[config.mk]
export PLATFORM = sky130hd
export DESIGN_NAME = shift_arbiter
export DESIGN_NICKNAME = d
export VERILOG_FILES = /design/src/rtl/shift_arbiter.sv
export SDC_FILE = /design/constraint.sdc
export NUM_CORES = 1
export LEC_CHECK = 0
export ABC_AREA = 1
export CORE_MARGIN = 5
export CORE_UTILIZATION = 48
export DETAILED_ROUTE_END_ITERATION = 16
export HOLD_SLACK_MARGIN = 0.05
export PLACE_DENSITY = 0.84
export SYNTH_ARGS = -nofsm -noshare
export SYNTH_HDL_FRONTEND = slang
export SYNTH_SLANG_ARGS = --single-unit
[constraint.sdc]
create_clock -name clk -period 4.32 [get_ports clk]
set_input_delay 0.864 -clock clk [delete_from_list [all_inputs] [get_ports clk]]
set_output_delay 0.864 -clock clk [all_outputs]
set_load 0.05 [all_outputs]
[src/rtl/shift_arbiter.sv]
// rtl/shift_arbiter.sv - round-robin arbiter sharing one left barrel shifter between two requesters
// Optional feature macro: SHIFT_ARB_OVF_EN (adds rsp_ovf, set when operand bits are shifted out)

module barrel_shifter_left #(
    parameter int N     = 16,
    parameter int LOG_N = $clog2(N)
) (
    input  logic [N-1:0]   i_a,
    input  logic [LOG_N:0] i_shift,
    output logic [N-1:0]   o_y
);

    logic [N-1:0] w_stage [0:LOG_N];

    assign w_stage[0] = i_a;

    // One conditional power-of-two shift stage per bit of the shift amount below the top bit
    for (genvar g = 0; g < LOG_N; g++) begin : g_stage
        localparam int SH = 1 << g;
        assign w_stage[g+1] = i_shift[g] ? (w_stage[g] << SH) : w_stage[g];
    end

    // Top shift bit means an amount of N or more, which clears every bit
    assign o_y = i_shift[LOG_N] ? '0 : w_stage[LOG_N];

endmodule

module shift_arbiter #(
    parameter  int N     = 16,
    localparam int LOG_N = $clog2(N)
) (
    input  logic           clk,
    input  logic           rst,
    input  logic           req0_valid,
    output logic           req0_ready,
    input  logic [N-1:0]   req0_a,
    input  logic [LOG_N:0] req0_shift,
    input  logic           req1_valid,
    output logic           req1_ready,
    input  logic [N-1:0]   req1_a,
    input  logic [LOG_N:0] req1_shift,
    output logic           rsp0_valid,
    input  logic           rsp0_ready,
    output logic           rsp1_valid,
    input  logic           rsp1_ready,
`ifdef SHIFT_ARB_OVF_EN
    output logic [N-1:0]   rsp_o,
    output logic           rsp_ovf
`else
    output logic [N-1:0]   rsp_o
`endif
);

    typedef enum logic {
        ST_EMPTY = 1'b0,
        ST_FULL  = 1'b1
    } state_t;

    state_t         r_state;
    state_t         w_state_nxt;
    logic           r_owner;
    logic           r_rr;
    logic [N-1:0]   r_rsp;

    logic           w_drain;
    logic           w_can_issue;
    logic           w_any_valid;
    logic           w_pick1;
    logic           w_grant;
    logic [N-1:0]   w_sel_a;
    logic [LOG_N:0] w_sel_shift;
    logic [N-1:0]   w_shifted;

    // The held result leaves when its owner accepts it; the other requester's ready is ignored
    assign w_drain     = (r_state == ST_FULL) && (r_owner ? rsp1_ready : rsp0_ready);
    assign w_can_issue = (r_state == ST_EMPTY) || w_drain;

    // Requester 1 wins when it is alone or when both are valid and it holds priority
    assign w_any_valid = req0_valid || req1_valid;
    assign w_pick1     = req1_valid && (!req0_valid || r_rr);
    assign w_grant     = rst && w_any_valid && w_can_issue;

    assign req0_ready  = w_grant && !w_pick1;
    assign req1_ready  = w_grant && w_pick1;

    assign w_sel_a     = w_pick1 ? req1_a     : req0_a;
    assign w_sel_shift = w_pick1 ? req1_shift : req0_shift;

    barrel_shifter_left #(
        .N     (N),
        .LOG_N (LOG_N)
    ) u_shifter (
        .i_a     (w_sel_a),
        .i_shift (w_sel_shift),
        .o_y     (w_shifted)
    );

    // Result register occupancy: a grant refills it, a drain without grant empties it
    always_comb begin
        w_state_nxt = r_state;
        if (w_grant) begin
            w_state_nxt = ST_FULL;
        end else if (w_drain) begin
            w_state_nxt = ST_EMPTY;
        end
    end

    // State, owner, priority pointer and result data update
    always_ff @(posedge clk) begin
        if (!rst) begin
            r_state <= ST_EMPTY;
            r_owner <= 1'b0;
            r_rr    <= 1'b0;
            r_rsp   <= '0;
        end else begin
            r_state <= w_state_nxt;
            if (w_grant) begin
                r_rsp   <= w_shifted;
                r_owner <= w_pick1;
                r_rr    <= ~w_pick1;
            end
        end
    end

    assign rsp0_valid = (r_state == ST_FULL) && !r_owner;
    assign rsp1_valid = (r_state == ST_FULL) &&  r_owner;
    assign rsp_o      = r_rsp;

`ifdef SHIFT_ARB_OVF_EN
    logic [2*N-1:0] w_wide;
    logic           w_ovf;
    logic           r_ovf;

    // Below N the double-width shift loses nothing, so its upper half holds the shifted-out bits
    assign w_wide = {{N{1'b0}}, w_sel_a} << w_sel_shift;
    assign w_ovf  = w_sel_shift[LOG_N] ? (|w_sel_a) : (|w_wide[2*N-1:N]);

    // Overflow flag travels with the result it describes
    always_ff @(posedge clk) begin
        if (!rst) begin
            r_ovf <= 1'b0;
        end else if (w_grant) begin
            r_ovf <= w_ovf;
        end
    end

    assign rsp_ovf = r_ovf;
`else
`endif

endmodule

==> impl_metrics.json <==
{
  "antenna_found_initial": 0,
  "clockBufferDepth": 2,
  "crit_chain": "clkdlybuf4s50_1 > buf_4 > o21ai_0 > nor2_2 > inv_2 > nor2_1 > buf_12",
  "core_um2": 3660,
  "power_density_nw_per_um2": 233,
  "p_leak_nw": 1.21,
  "synth.ff_latch_count": 19,
  "final_nets": 439,
  "cp-end-kind": "output port",
  "hold_class": "reg2reg",
  "synth_edf_count": 0,
  "syn_avg_cell_area_um2": 5.45,
  "whs_ps": 468,
  "synth_area_leader_cell": "nand2_1",
  "first_global_vias": 2054,
  "design_area_um2": 2510,
  "finalCritPeriodShare": 0.804,
  "setup_viol": 0,
  "setup_tns_ps": 0,
  "start_util": 0.497,
  "drive_gt1_frac": 0.0513,
  "cts_resized": 0,
  "maxCapViolations": 0,
  "grt_max_degree": 35,
  "clock-root-buffer": "clkbuf_8",
  "initialDrtViolationCount": 155,
  "holdBufCountCts": 0,
  "max_freq_ghz": 0.288,
  "vias": 2223,
  "startpoint_type": "input pin",
  "routedWlPerCell_um": 11.8,
  "dpl.hpwl_um": 4160,
  "synth.cell_area_um2": 1820,
  "area_growth_pct": 37.8,
  "rows": 22,
  "synth.distinct_cells": 22,
  "period_needed_ps": 3480,
  "cts_sinks": 19,
  "syn_nets": 382,
  "final_cells": 438,
  "ir_drop_v": 0.000227,
  "cts_tree": "done",
  "synthFlopType": "dfxtp_1",
  "cp_slowest_cell": "clkdlybuf4s50_1",
  "synth_most_common_cell": "nand2_1",
  "clkLatencyLatePin_ps": 250,
  "drc_errors": 0,
  "maxSlewViolCount": 0,
  "postCtsSetupBuffers": 0,
  "num_io_pins": 68,
  "rsz0062_at_grt": "false",
  "slowest_delay_ps": 450,
  "cts_buffers": 3,
  "crit_type": "in2out",
  "fillers": 363,
  "clkTransAtPathRegs_ps": 70,
  "routed_wl_um": 5180,
  "finalHoldViolCount": 0,
  "pre_cts_slack_ps": 824,
  "gp_congestion": 0.999,
  "diodes": 0,
  "worst_pin_slew_ps": 588,
  "die_h_um": 71.6,
  "status": "finished, final reports clean",
  "die_area_um2": 5120,
  "ant_nets": 0,
  "finClkSkew_ps": 0.838,
  "synth_cells": 334,
  "ff2ff_setup_slack_ps": 1760,
  "layout_setup_ws_ps": 845,
  "portBuffers": 67,
  "ys_async_sr_fraction": 0,
  "crit_required_ps": 3460,
  "grt.overflow.total": 0,
  "synth_warnings": 0,
  "arrival_ps": 2610,
  "place_area_um2": 2460,
  "dp_cells": 434,
  "grt_pass1_wl_um": 8640,
  "die_w_um": 71.6,
  "vias_per_cell": 5.08,
  "synth_top_area_frac": 0.289,
  "ys_top_cells_by_count": "nand2_1 (140), nand3_1 (77), inv_1 (29)",
  "cp_max_fo": 24,
  "firstDrtPassIters": 4,
  "synthTopCellsByArea": "nand2_1 (29%), nand3_1 (21%), dfxtp_1 (21%)",
  "grt_usage": 0.200,
  "seq_area_frac_synth": 0.209,
  "maxSlewHeadroom": 0.608,
  "h-tree-depth": 1
}
## cells in the final DEF (no fill, tap or decap), drive strengths merged
cell type,n
dfxtp,19
a21oi,13
buf,3
clkbuf,4
nand3,77
nor2,11
inv,32
nand2,145
nand3b,10
clkdlybuf4s50,65
a31o,1
o21ai,9
nand4,1
## logic make-up after synthesis
| logic type | Yosys count | synth area share |
|---|---|---|
| DFF | 19 | 0.209 |
| and+or+nand+nor | 244 | 0.593 |
| AOI/OAI and AO/OA | 23 | 0.0756 |
| buffers and inverters | 48 | 0.122 |
## worst max-delay path, delay by kind of cell
kind                   cells  cell delay [ps]
buffers and inverters      4             1080
AND/OR/NAND/NOR            2              510
AO/OA/AOI/OAI              1              150
## path summary, 6_finish.rpt
kind | from | endpoint | cells past startpoint
worst max-delay path | req1_valid | req1_ready | 7
worst min-delay path | rsp_o[6] | rsp_o[6] | 2
worst max register to register | r_rr | rsp_o[11] | 10
worst min register to register | rsp_o[6] | rsp_o[6] | 2
## per-stage QoR
stage           util  power (W)
6_report       0.685   0.000584
4_1_cts        0.685   0.000585
3_5_place_dp   0.673   0.000467
2_1_floorplan      -   0.000381
5_1_grt        0.685   0.000626
3_3_place_gp   0.673   0.000465
## layout make-up
type	instances	area [um^2]	area share
Multi-Input combinational cell	267	1220	0.485
Timing Repair Buffer	68	686	0.273
Clock buffer	4	45.0	0.0180
Sequential cell	19	380	0.152
Tap cell	48	60.1	0.0239
Inverter	32	120	0.0479
## registers in the layout, summed over array words and instances (netlist names)
name	flops
r_owner	1
r_state	1
rsp_o	16
r_rr	1
## layer usage
metal,track usage,vias to the layer above,routed length [um]
met3,0.0575,8,330
li1,-,1184,-
met4,0.0292,0,55
met1,0.251,964,2370
met5,0,-,0
met2,0.347,67,2430
## power breakdown
| part | internal (W) | switching, W |
|---|---|---|
| combinational | 0.000108 | 0.000169 |
| sequential | 0.000184 | 0.00000481 |
| clock | 0.0000654 | 0.0000540 |
(Power assumes the default switching activity.)
